<file path="src/rtl/areg_seq.sv">
// -----------------------------------------------------------------------------
// areg_seq
//
// Purpose
//   Sequencer for the N-bit shift register `areg`. It accepts a parallel word on
//   a valid/ready input port, loads that word into `areg`, then shifts `areg`
//   N times. On every shift it samples `areg`'s serial output Q0 and rebuilds
//   the word LSB-first. The rebuilt word is returned on a valid/ready output
//   port, together with a flag that marks a loopback mismatch.
//
// Handshake semantics (both ports)
//   A transfer happens at the rising clock edge where valid and ready are both
//   high. `in_ready` and `out_valid` come from registered state only. Once
//   `out_valid` is raised it stays high, and `out_word`/`err` stay stable, until
//   the transfer happens. The one exception is `abort` (or reset), which drops
//   the pending word.
//
// Ports
//   clock        in   rising-edge clock, shared with areg
//   resetn       in   synchronous active-low reset
//   in_data      in   [N-1:0] word to transmit
//   in_valid     in   in_data valid
//   in_ready     out  high only in IDLE
//   abort        in   synchronous abort: clears areg and returns to IDLE
//   D            out  [N-1:0] parallel load data to areg (always tx_word)
//   C1, C0       out  areg control: 00 Load, 01 Reset, 10 Shift, 11 Hold
//   q0           in   areg Q0
//   out_word     out  [N-1:0] reassembled word
//   out_valid    out  high only in DONE
//   out_ready    in   consumer accepts out_word
//   err          out  out_word differs from the transmitted word
//   busy         out  state is not IDLE
//   dbg_state_o  out  [2:0] current FSM state, for checkers
// -----------------------------------------------------------------------------
module areg_seq #(
    parameter int N = 4
) (
    input  logic         clock,
    input  logic         resetn,
    input  logic [N-1:0] in_data,
    input  logic         in_valid,
    output logic         in_ready,
    input  logic         abort,
    output logic [N-1:0] D,
    output logic         C1,
    output logic         C0,
    input  logic         q0,
    output logic [N-1:0] out_word,
    output logic         out_valid,
    input  logic         out_ready,
    output logic         err,
    output logic         busy,
    output logic [2:0]   dbg_state_o
);

    // bit_cnt counts up to N inclusive, so it never wraps within a frame.
    localparam int CW = $clog2(N) + 1;
    localparam logic [CW-1:0] LAST_BIT = CW'(N - 1);

    typedef enum logic [2:0] {
        S_IDLE  = 3'd0,
        S_LOAD  = 3'd1,
        S_SHIFT = 3'd2,
        S_DONE  = 3'd3,
        S_CLR   = 3'd4
    } state_e;

    state_e        state_q, state_d;
    logic [N-1:0]  tx_word_q, tx_word_d;
    logic [N-1:0]  cap_q, cap_d;
    logic [CW-1:0] bit_cnt_q, bit_cnt_d;
    logic [N-1:0]  out_word_q, out_word_d;
    logic          err_q, err_d;

    // q0 enters at the MSB and the capture register moves toward the LSB.
    // After N shifts, bit i holds areg bit i as it was when loaded. Building
    // the shift through an N+1 wide vector keeps it legal when N == 1.
    logic [N:0]    cap_ext;
    logic [N-1:0]  cap_shift;

    assign cap_ext   = {q0, cap_q};
    assign cap_shift = cap_ext[N:1];

    // ---------------------------------------------------------------- state reg
    always_ff @(posedge clock) begin
        if (!resetn) begin
            state_q <= S_IDLE;
        end else begin
            state_q <= state_d;
        end
    end

    // --------------------------------------------------------------- next state
    // abort has priority over both handshakes. A word offered at the abort
    // edge is refused, and a word waiting in DONE is dropped.
    always_comb begin
        state_d = state_q;
        if (abort) begin
            state_d = S_CLR;
        end else begin
            case (state_q)
                S_IDLE:  if (in_valid) state_d = S_LOAD;
                S_LOAD:  state_d = S_SHIFT;
                S_SHIFT: if (bit_cnt_q == LAST_BIT) state_d = S_DONE;
                S_DONE:  if (out_ready) state_d = S_IDLE;
                S_CLR:   state_d = S_IDLE;
                default: state_d = S_IDLE;
            endcase
        end
    end

    // ------------------------------------------------------------------ outputs
    always_comb begin
        C1        = 1'b1;
        C0        = 1'b1;
        in_ready  = 1'b0;
        out_valid = 1'b0;
        busy      = 1'b1;
        case (state_q)
            S_IDLE: begin
                in_ready = 1'b1;
                busy     = 1'b0;
            end
            S_LOAD: begin
                C1 = 1'b0;
                C0 = 1'b0;
            end
            S_SHIFT: begin
                C1 = 1'b1;
                C0 = 1'b0;
            end
            S_DONE: begin
                out_valid = 1'b1;
            end
            S_CLR: begin
                C1 = 1'b0;
                C0 = 1'b1;
            end
            default: begin
                busy = 1'b1;
            end
        endcase
    end

    assign D           = tx_word_q;
    assign out_word    = out_word_q;
    assign err         = err_q;
    assign dbg_state_o = state_q;

    // ----------------------------------------------------------------- datapath
    always_comb begin
        tx_word_d  = tx_word_q;
        cap_d      = cap_q;
        bit_cnt_d  = bit_cnt_q;
        out_word_d = out_word_q;
        err_d      = err_q;
        if (!abort) begin
            case (state_q)
                S_IDLE: begin
                    if (in_valid) tx_word_d = in_data;
                end
                S_LOAD: begin
                    cap_d     = '0;
                    bit_cnt_d = '0;
                end
                S_SHIFT: begin
                    // q0 still shows the pre-shift areg bit at this edge.
                    cap_d     = cap_shift;
                    bit_cnt_d = bit_cnt_q + CW'(1);
                    if (bit_cnt_q == LAST_BIT) begin
                        out_word_d = cap_shift;
                        err_d      = (cap_shift != tx_word_q);
                    end
                end
                default: begin
                    tx_word_d = tx_word_q;
                end
            endcase
        end
    end

    always_ff @(posedge clock) begin
        if (!resetn) begin
            tx_word_q  <= '0;
            cap_q      <= '0;
            bit_cnt_q  <= '0;
            out_word_q <= '0;
            err_q      <= 1'b0;
        end else begin
            tx_word_q  <= tx_word_d;
            cap_q      <= cap_d;
            bit_cnt_q  <= bit_cnt_d;
            out_word_q <= out_word_d;
            err_q      <= err_d;
        end
    end

endmodule

</file>
<file path="config.mk">
export PLATFORM = sky130hd
export DESIGN_NAME = areg_seq
export DESIGN_NICKNAME = d
export VERILOG_FILES = /design/src/rtl/areg_seq.sv
export SDC_FILE = /design/constraint.sdc
export NUM_CORES = 1
export LEC_CHECK = 0
export CAP_MARGIN = 10
export CORE_MARGIN = 3
export CORE_UTILIZATION = 48
export CTS_CLUSTER_DIAMETER = 100
export CTS_CLUSTER_SIZE = 8
export DETAILED_ROUTE_END_ITERATION = 12
export MAX_ROUTING_LAYER = met4
export PLACE_DENSITY = 0.85
export SYNTH_ARGS = -nofsm -noshare
export SYNTH_HDL_FRONTEND = slang
export SYNTH_SLANG_ARGS = --single-unit
</file>
<file path="constraint.sdc">
create_clock -name clock -period 3.6 [get_ports clock]
set_input_delay 0.54 -clock clock [delete_from_list [all_inputs] [get_ports clock]]
set_output_delay 0.54 -clock clock [all_outputs]
set_load 0.01 [all_outputs]
</file>
Yosys cells after proc, flatten, opt, wreduce, memory -nomap -nowiden
Cells that the tools add are included.

Bits of input ports: 10. Logic and storage cells: 44. Bits in registers: 19.

Reductions and logical operators: 10. Add/subtract/negate cells: 1. Bitwise operators: 2. Equality and inequality tests: 12. Multiplexer cells: 12.

Operator list (count): two-way mux 3 bit (4); one-hot mux 3 bit (4 select lines) (1); AND reduction 3 bit (4); equality test 3 x 2 -> 1 bit, second input constant (3); inequality test 3 bit, second input constant (3); one-hot mux 4 bit (2 select lines) (1); inequality test 2 bit, second input constant (3); one-hot mux 3 bit (2 select lines) (1); OR reduction 2 bit (3); two-way mux 1 bit (5); inequality test 4 bit (1); adder 3 x 1 -> 3 bit, second input constant (1); equality test 3 x 1 -> 1 bit, second input constant (1); equality test 3 bit, second input constant (1); zero test 3 bit (1); NOT 1 bit (2); AND reduction 2 bit (1); nonzero test 2 bit (1).

Longest topological paths before layout
Word-level depth: 4. Gate-level depth with buffers: 6.

Worst setup path before layout
No wires, ideal clock.

Path type: register to output. Start: reg state_q[0] (netlist: dbg_state_o[0]). End: out in_ready. Arrival time: 1.154 ns. Data required time: 3.060 ns. Slack: 1.906 ns. Cell stages (with the launch flop): 4. Path buffers: 1. Path through: dfxtp_1 -> buf_2 -> or3_2 -> inv_1.

Cells in the longest elaborated chain, start to end: 2.

Ends and longest elaborated chain: start: declaration (line 68) `state_e state_q, state_d;`; start signal: assignment (line 89) `state_q <= state_d;`; zero test 3 bit (line 119) `case (state_q)`; two-way mux 1 bit (line 119); end: declaration (line 42) `output logic in_ready,`.

Every way passes these cells.

Worst setup path after layout
Start: reg state_q[0] (netlist: dbg_state_o[0]). End: out C0.

Cells in the longest elaborated chain, start to end: 3.

Ends and longest elaborated chain: equality test 3 x 2 -> 1 bit or equality test 3 x 1 -> 1 bit (tied branches) (line 119); OR reduction 2 bit (no source line) *; two-way mux 1 bit * (line 119); end: declaration (line 46) `output logic C0,`.

Mark *: on every way between the ends. The rest lies on a longest branch, timed or not.

==> results.json <==
{
  "status": "complete, no violations",
  "critPathArrivalTime_ns": 1.98,
  "yosys_register_bits": 18,
  "synth_largest_area_cell": "dfxtp_1",
  "tns_ns": 0,
  "routed_wl_um": 1865,
  "min_path_type": "flip-flop to flip-flop",
  "relSlewSlack": 0.5591,
  "area_growth_syn_to_layout_pct": 30.70,
  "fill_cells": 151,
  "synth_cell_type_count": 29,
  "place_hpwl_um": 1420,
  "pre_cts_ws_ns": 1.408,
  "clockPowerShare": 0.320,
  "fp.coreArea_um2": 1629,
  "skew_ns": 0.01099,
  "grt-ovfl-total": 0,
  "worstPathRequired_ns": 3.06,
  "cts_sinks": 18,
  "met1_usage": 0.2183,
  "cts-hold-fix-buffers": 0,
  "rows": 14,
  "leakage_nw": 0.4035,
  "p_sw_frac": 0.2391,
  "via_per_inst": 5.324,
  "cts_setup_buffers": 0,
  "max_freq_mhz": 396.6,
  "synth_area_um2": 888.4,
  "start_util": 0.5453,
  "fin_area_um2": 1161,
  "drt_first_pass_iters": 3,
  "period_minus_slack_ns": 2.522,
  "path_max_fanout": 13,
  "io_buffers": 26,
  "die_w_um": 49.02,
  "cp_slowest_cell": "dfxtp_1",
  "worstSetupPathType": "flip-flop to primary output",
  "synth-edff-count": 0,
  "ys.flop_type": "dfxtp_1",
  "nets": 137,
  "start_kind": "flip-flop",
  "drive_above_1_share": 0.09677,
  "cts_buffers": 3,
  "ctsResizeCount": 0,
  "ys_seq_area_frac": 0.4056,
  "drc_errors": 0,
  "die_h_um": 49.02,
  "p_seq_frac": 0.541,
  "pin_count": 27,
  "gp_congestion": 0.7707,
  "post-route-period-util": 0.7005,
  "routedWlPerCell_um": 12.60,
  "antenna_found_initial": 0,
  "gr-max-usage-layer": "met2",
  "p_total_w": 0.0003866,
  "crit_chain": "xnor2_1 -> or2_2 -> clkdlybuf4s50_1",
  "yosysMostFrequentCell": "dfxtp_1",
  "max_stage_delay_ns": 0.63,
  "cts_tree": "yes",
  "power.density_nw_per_um2": 332.9,
  "met3_usage": 0.03058,
  "drtAntennaViolNets": 0,
  "drv_slew": 0,
  "placed_cell_area_um2": 1125,
  "grt_pass1_vias": 755,
  "synth_area_leaders": "dfxtp_1, a21oi_1, o21ai_0, xor2_1, nand3_1",
  "ys_warn_count": 0,
  "combinationalPowerShare": 0.139,
  "synthesis.nets": 113,
  "synth-async-reset-ratio": 0,
  "clock_path_buffers": 2,
  "vias": 788,
  "setup_ws_ns": 1.078,
  "synthTopCellsByCount": "dfxtp_1, a21oi_1, o21ai_0",
  "netlist_instances": 101,
  "htreeDepth": 1,
  "synth_top_area_frac": 0.4056,
  "cap_violations": 0,
  "rsz0062_at_grt": "no",
  "worst_setup_path_end_kind": "primary output",
  "worst_pin_slew_ns": 0.6586,
  "cts.clk_slew.worst_paths_ns": 0.11,
  "whs_ns": 0.4824,
  "use_met2": 0.2896,
  "syn_area_per_cell_um2": 8.796,
  "ir_drop_uv": 192.3,
  "power.switching_w": 0.00009244,
  "clockRootBuffer": "clkbuf_4",
  "diodes": 0,
  "insertion_delay_ns": 0.30,
  "p_int_w": 0.0002941,
  "die_area_um2": 2403,
  "grt_first_pass_wirelength_um": 3394,
  "hold_violations": 0,
  "grtUsageTotal": 0.1827,
  "setup_viol": 0,
  "first_iter_violations": 2,
  "grt_max_degree": 18
}
[sequential cells by signal, summed over array words and instances (netlist names)]
signal / count
D: 4
bit_cnt_q: 3
cap_q: 3
dbg_state_o: 3
err: 1
out_word: 4
[logic make-up after synthesis]
family,count (synthesis),synth area share
compound gates,32,0.2056
simple gates,32,0.2239
flops,18,0.4056
fa+ha+maj,2,0.02816
xor+xnor,6,0.05915
buf+inv,11,0.07746
[routing by layer]
layer,vias up,part of all wire
met1,363,0.47
met3,5,0.033
met5,-,0
met4,0,0.021
li1,404,-
met2,16,0.47
[per-stage QoR]
step                instances  utilization
floorplan                 101            -
CTS                       148       0.7128
detailed placement        144       0.6905
global route              148       0.7128
global placement          144       0.6905
finish                    148       0.7128
[area by class of cell]
cell class | instances | area [um^2] | share of cell area
multi-input cells | 72 | 459.2 | 0.3955
flip-flops and latches | 18 | 360.3 | 0.3103
clock buffers | 4 | 36.28 | 0.03125
repair buffers | 26 | 260.3 | 0.2241
inverters | 4 | 15.01 | 0.01293
well taps | 24 | 30.03 | 0.02586
[critical path, delay by kind of cell, from the launching register on]
kind                      cells  cell delay [ns]
xor gates and xnor gates      1             0.26
buffers and inverters         1             0.48
DFF                           1             0.63
and+or+nand+nor               1             0.32
[power groups by stage]
stage / combinational (W) / clock [W] / sequential, W
after detailed placement: 0.0000533 / 0 / 0.000214
after CTS: 0.0000536 / 0.000128 / 0.000209
after global placement: 0.0000522 / 0 / 0.000214
after global routing: 0.0000580 / 0.000139 / 0.000211
final: 0.0000536 / 0.000124 / 0.000209
after floorplan: 0.0000273 / 0 / 0.000212
[worst paths after layout]
check / end / slack, ns / from / cells past startpoint
max: C0 / 1.08 / dbg_state_o[0] / 3
min: out_word[3] / 0.48 / out_word[3] / 2
max reg2reg: err / 1.97 / dbg_state_o[1] / 3
min reg2reg: out_word[3] / 0.48 / out_word[3] / 2
[layout by cell type (no fill, tap or decap), types with 3 or more instances in the layout]
| master | n |
|---|---|
| inv_1 | 3 |
| xor2_1 | 5 |
| a21oi_1 | 14 |
| nand2_1 | 5 |
| nand3_1 | 8 |
| clkbuf_4 | 3 |
| nand2b_1 | 5 |
| o21ai_0 | 14 |
| clkdlybuf4s50_1 | 26 |
| dfxtp_1 | 18 |
Note: power is estimated with default switching activity, not from simulation.
